<file path="config.mk">
export PLATFORM = sky130hd
export DESIGN_NAME = count_ctrl
export DESIGN_NICKNAME = d
export VERILOG_FILES = /design/src/rtl/count_ctrl.sv
export SDC_FILE = /design/constraint.sdc
export NUM_CORES = 1
export LEC_CHECK = 0
export ABC_AREA = 1
export BUFFER_PORTS_ARGS = -buffer_cell sky130_fd_sc_hd__buf_2
export CAP_MARGIN = 10
export CORE_AREA = 2 2 99 101
export CTS_CLUSTER_DIAMETER = 120
export CTS_CLUSTER_SIZE = 8
export DETAILED_ROUTE_END_ITERATION = 16
export DIE_AREA = 0 0 101 103
export GPL_TIMING_DRIVEN = 0
export HOLD_SLACK_MARGIN = 0.03
export PLACE_DENSITY = 0.49
export RECOVER_POWER = 100
export SLEW_MARGIN = 20
export SYNTH_ARGS = -nofsm -noshare
export SYNTH_HDL_FRONTEND = slang
export SYNTH_SLANG_ARGS = --single-unit
</file>
<file path="constraint.sdc">
create_clock -name clock -period 2.8 [get_ports clock]
set_clock_uncertainty 0.15 [all_clocks]
set_input_delay 0.56 -clock clock [delete_from_list [all_inputs] [get_ports clock]]
set_output_delay 0.56 -clock clock [all_outputs]
set_load 0.02 [all_outputs]
</file>
<file path="src/rtl/count_ctrl.sv">
// count_ctrl: sequencing controller for the 8-bit ripple-enable counter.
// Clears, paces, and stops or wraps the counter at a programmable limit.
module count_ctrl #(
  parameter int PW   = 26,
  parameter int DIV1 = 4,
  parameter int DIV2 = 16,
  parameter int DIV3 = 50_000_000
) (
  input  logic       clock,
  input  logic       resetb,
  input  logic       start,
  input  logic       abort,
  input  logic       pause,
  input  logic       wrap,
  input  logic [1:0] rate_sel,
  input  logic [7:0] limit,
  input  logic [7:0] ctr_q,
  output logic       ctr_enable,
  output logic       ctr_resetb,
  output logic       busy,
  output logic       done,
  output logic       tc
);

  typedef enum logic [1:0] {
    IDLE,
    CLR,
    RUN,
    DONE
  } state_t;

  localparam logic [PW-1:0] M1 = PW'(DIV1 - 1);
  localparam logic [PW-1:0] M2 = PW'(DIV2 - 1);
  localparam logic [PW-1:0] M3 = PW'(DIV3 - 1);

  state_t        state_q, state_d;
  logic [PW-1:0] presc_q, presc_d;
  logic          ctr_resetb_q, ctr_resetb_d;
  logic [PW-1:0] n_m1;
  logic          tick;
  logic          at_lim;
  logic          in_run;

  // Terminal prescaler value for the selected rate
  always_comb begin
    n_m1 = '0;
    unique case (rate_sel)
      2'b00: n_m1 = '0;
      2'b01: n_m1 = M1;
      2'b10: n_m1 = M2;
      2'b11: n_m1 = M3;
      default: n_m1 = '0;
    endcase
  end

  assign tick   = (presc_q >= n_m1);
  assign at_lim = (ctr_q == limit);
  assign in_run = (state_q == RUN);

  // Next state, prescaler and counter-clear request
  always_comb begin
    state_d = state_q;
    presc_d = presc_q;
    if (abort) begin
      state_d = IDLE;
    end else begin
      unique case (state_q)
        IDLE: begin
          if (start) state_d = CLR;
        end
        CLR: begin
          state_d = RUN;
          presc_d = '0;
        end
        RUN: begin
          if (!pause) presc_d = tick ? '0 : presc_q + PW'(1);
          if (at_lim) state_d = wrap ? CLR : DONE;
        end
        DONE: begin
          if (start) state_d = CLR;
        end
        default: state_d = IDLE;
      endcase
    end
    ctr_resetb_d = (state_d != CLR);
  end

  // State, prescaler and registered counter clear
  always_ff @(posedge clock or negedge resetb) begin
    if (!resetb) begin
      state_q      <= IDLE;
      presc_q      <= '0;
      ctr_resetb_q <= 1'b0;
    end else begin
      state_q      <= state_d;
      presc_q      <= presc_d;
      ctr_resetb_q <= ctr_resetb_d;
    end
  end

  assign ctr_enable = in_run & tick & ~pause & ~at_lim & ~abort;
  assign ctr_resetb = ctr_resetb_q;
  assign busy       = (state_q == CLR) | in_run;
  assign done       = (state_q == DONE);
  assign tc         = in_run & at_lim;

endmodule

</file>
# Word level (Yosys, flattened, before mapping)

Cells that the tools add are included.

Register bits after elaboration: 29
Output and inout bits: 5

Bitwise logic cells: 9
$lt $le $gt $ge: 1
Reduce and logical (&&, ||, !) cells: 5
Equality and inequality tests: 9
Muxes and demuxes: 9
Add/subtract/negate cells: 1

Operator list:

| kind                                                   | number |
|---|---|
| one-hot mux 26 bit (4 select lines)                    | 1 |
| 2-to-1 mux 26 bit                                      | 2 |
| one-hot mux 26 bit (2 select lines)                    | 1 |
| adder 26 x 1 -> 26 bit (second input constant)         | 1 |
| greater-or-equal comparator 26 bit                     | 1 |
| equality test 2 bit (second input constant)            | 4 |
| equality test 8 bit                                    | 1 |
| 2-to-1 mux 2 bit                                       | 4 |
| one-hot mux 2 bit (3 select lines)                     | 1 |
| AND 1 bit                                              | 5 |
| equality test 2 x 1 -> 1 bit (second input constant)   | 2 |
| zero test 2 bit                                        | 2 |
| NOT 1 bit                                              | 3 |
| AND reduction 3 bit                                    | 1 |
| inequality test 2 x 1 -> 1 bit (second input constant) | 1 |
| inequality test 2 bit (second input constant)          | 1 |
| nonzero test 2 bit                                     | 1 |
| OR reduction 2 bit                                     | 1 |
| bitwise OR 1 bit                                       | 1 |

# Longest topological paths before layout

Depth in word-level cells: 7
Mapped depth: 13
Mapped depth without buffers: 13

# Worst setup path after synthesis

OpenSTA, ideal clock, no wires.

Path kind: input to output
From: input rate_sel[0]
To: output ctr_enable
Required time: 2.090 ns
Stages on the path: 12
Setup slack: 0.083 ns
Arrival: 2.007 ns
Cell sequence: nand2_1 ha_1 nand2_1 nor2_1 nand2_1 nor2_1 nand2_1 nand3_2 nor2_4 nand2_1 nand2_1 inv_1

Cells in the longest elaborated chain, start to end: 7

Ends and longest elaborated chain:

| what                                              | line | RTL |
|---|---|---|
| start, declared                                   | 15   | `input logic [1:0] rate_sel,` |
| equality test 2 bit, or another cell as far along | 47   | `unique case (rate_sel)` |
| one-hot mux 26 bit (4 select lines) (*)           | 47   |  |
| greater-or-equal comparator 26 bit (*)            | 56   | `assign tick = (presc_q >= n_m1);` |
| AND 1 bit (*) (4 in a row)                        | 101  | `assign ctr_enable = in_run & tick & ~pause & ~at_lim & ~abort;` |
| end, declared                                     | 18   | `output logic ctr_enable,` |

Mark *: on every way between the ends. The rest lies on a longest branch, timed or not. The select of a mux whose other input is x is not followed.

# Worst setup path after layout

Ends and elaborated chain as after synthesis.

==> results.cfg <==
[worst_setup_path]
cp_slowest_cell = ha_4
crit_path_end_kind = primary output
start_kind = input pin
critPathKind = in -> out
crit_chain = buf_12 -> nand2_8 -> ha_4 -> nand2_4 -> nor2_4 -> nand2_1 -> nor2_2 -> nand2_2 -> nand3_4 -> nor2_4 -> nand2_2 -> nand2_2 -> inv_2 -> buf_6
slowest_delay_ns = 0.31
arrival_ns = 2.00
worstPathRequired_ns = 2.09
cp_common_cell = nand2_2
crit_buf_inv = 3
path_max_fanout = 7
critPathTopFamily = simple AND/OR/NAND/NOR gates

[logic_synthesis]
yosys-top-cells-area = dfrtp_1 (27%), nand2_1 (22%), ha_1 (11%)
synth_fa_ha_area_frac = 0.105
synth_top_flop_cell = dfrtp_1
synth_cell_types = 28
yosysMostFrequentCell = nand2_1
post_synth_mux_area_share = 0
ys.warnings.count = 0
synth_compound_area_frac = 0.0545
synth_top_area_share = 0.266
syn_inst = 440
ys_seq_area_frac = 0.266
ys_ff_latch = 29
synth_top_family_by_area = simple AND/OR/NAND/NOR gates
syn_area_per_cell_um2 = 6.21
ys_top_cells_by_count = nand2_1 (160), nor2_1 (73), nand3_1 (44)
yosys.area_share.simple = 0.465
synthArstFlopShare = 1.00
synth_area_leader_cell = dfrtp_1
syn_area_um2 = 2730
synth-edff-count = 0
synth_xor_area_frac = 0.0289
syn_nets = 487

[clock_tree]
postCtsHoldBufs = 0
cts_max_level = 2
clk_latency_ns = 0.28
clk_pin_slew_ns = 0.07
cts_buffers = 5
ctsLongestPathBuffers = 2
cts_tree = done
clock-sinks = 29
clock-root-buffer = clkbuf_8

[sta]
fmax_ghz = 0.369
maxSlewViolCount = 30
fin_crit_sh = 0.968
setup_slack_ns = 0.0902
slew_headroom = -0.150
worst_slew_pin_slew_ns = 1.73
hold_viol = 0
finalSetupTns_ns = 0
period_minus_slack_ns = 2.71
rsz0062_at_grt = yes
setup_viol = 0

[die]
die_h_um = 103
row_count = 36
die_x_um = 101
pin_count = 29
start_util = 0.289
dieArea_um2 = 10400
core_um2 = 9460

[worst_hold_path]
hp-class = in -> reg

[final_layout]
fin_area_um2 = 3460
areaGrowthSynthToFinish_pct = 26.6
final_nets = 531
layout-drive-gt1-share = 0.202
diodes = 0
fin_cells = 599
final_core_utilization = 0.365

[placed_design]
placedCellCount = 582
port_buffers = 28
place_ws_ns = -0.729
hpwl_mm = 5.91
place_area_um2 = 3010
gp_congestion = 0.889

[pwr]
sw_frac_of_total = 0.334
power.share.clock = 0.328
netSwitchingPower_mw = 0.356
seqPwrFrac = 0.430
ir_worst_vdd_v = 0.000234
leakage_nw = 1.52
power_frac_comb = 0.242
intPower_mw = 0.712
cellPowerDensity_nw_per_um2 = 309

[global_route]
grt_max_degree = 30
grt_pass1_vias = 2844
grt_pass1_wl_mm = 13.8
overflow = 0
grt_usage = 0.167
grt_antenna_before_repair = 0

[routing]
drt_wl_total_mm = 8.14
drt_iter0_markers = 123
wl_per_cell_um = 13.6
remaining_drc_errors = 0
vias_per_cell = 4.83
antenna_left = 0
vias = 2893
drtPass1Iterations = 5

[outcome]
outcome = finished with violations
violations = capacitance limit, slew limit

[job]
cap_violations = 1
[timing repair]
item / 4_1_cts / 5_1_grt
cloned: 1 / 0
resized for setup: 14 / 43
pin swaps: 6 / 17
buffers inserted: 4 / 5
hold endpoints to repair: 0 / 0
endpoints found under the setup margin: 7 / 1
[worst paths after layout]
path / start / endpoint / slack, ns / depth (start not counted)
max in group asynchronous: resetb / presc_q[3] / 0.81 / 1
max reg2reg: state_q[0] / presc_q[16] / 0.51 / 8
max: rate_sel[0] / ctr_enable / 0.09 / 14
min in group asynchronous: resetb / presc_q[12] / 0.58 / 1
min: abort / state_q[1] / 0.32 / 2
min reg2reg: presc_q[8] / presc_q[8] / 0.40 / 2
[layer usage]
| layer | routed length, um | up-vias | GRT usage |
|---|---|---|---|
| li1 | - | 1488 | - |
| met1 | 4090 | 1321 | 0.226 |
| met5 | 0 | - | 0 |
| met4 | 183 | 0 | 0.0489 |
| met2 | 3530 | 70 | 0.275 |
| met3 | 336 | 14 | 0.0292 |
[layout by cell type (no fill, tap or decap), types with 4 or more instances in the layout]
cell type / count
ha_4: 10
nor2_1: 67
dfrtp_2: 5
nand4_1: 5
nor2_2: 10
ha_1: 13
buf_4: 10
nand2_1: 151
a21oi_1: 13
inv_1: 36
clkbuf_8: 5
dfrtp_1: 24
xnor2_1: 7
nor2_4: 5
nor3_1: 4
nand3_1: 44
buf_2: 25
o21ai_0: 7
buf_6: 5
nand2_2: 7
clkbuf_1: 7
[state kept, by name (all words and copies together), names as in the netlist]
| register | count |
|---|---|
| presc_q | 26 |
| state_q | 2 |
| ctr_resetb | 1 |
[metrics by stage]
step | total power, mW | hold slack, ns
global placement | 0.684 | 0.383
finish | 1.07 | 0.322
CTS | 1.06 | 0.209
floorplan | 0.609 | 0.114
detailed placement | 0.690 | 0.385
global route | 1.13 | 0.351
[power by group through the flow]
| stage | logic, mW | clock network (mW) | registers [mW] |
|---|---|---|---|
| after global routing | 0.294 | 0.376 | 0.463 |
| after floorplan | 0.144 | 0 | 0.465 |
| after detailed placement | 0.223 | 0 | 0.466 |
| after CTS | 0.240 | 0.361 | 0.459 |
| after global placement | 0.218 | 0 | 0.466 |
| final | 0.259 | 0.351 | 0.459 |
[final cells by class]
class | instances | area [um^2]
buffer | 9 | 68.8
clock buffer | 8 | 80.1
fill | 1032 | 6000
inverter | 39 | 146
multi-input combinational | 363 | 2040
sequential | 29 | 732
tap | 114 | 143
timing repair buffer | 37 | 243
[worst register-to-register path: cells and delay by family, from the launching register on]
| kind | cells | cell delay (ns) |
|---|---|---|
| buf+inv | 3 | 0.51 |
| simple gates | 3 | 0.51 |
| flops | 1 | 0.45 |
| compound gates | 1 | 0.34 |
| fa+ha+maj | 1 | 0.26 |
[cells by family (layout without fill, tap and decap cells)]
| logic type | after synthesis | in the layout |
|---|---|---|
| AO/OA/AOI/OAI | 27 | 27 |
| XOR/XNOR | 9 | 9 |
| adder cells (fa/ha/maj) | 23 | 23 |
| buffers and inverters | 49 | 93 |
| flip-flops | 29 | 29 |
| AND/OR/NAND/NOR | 303 | 304 |
Power figures use the tool's default switching activity.
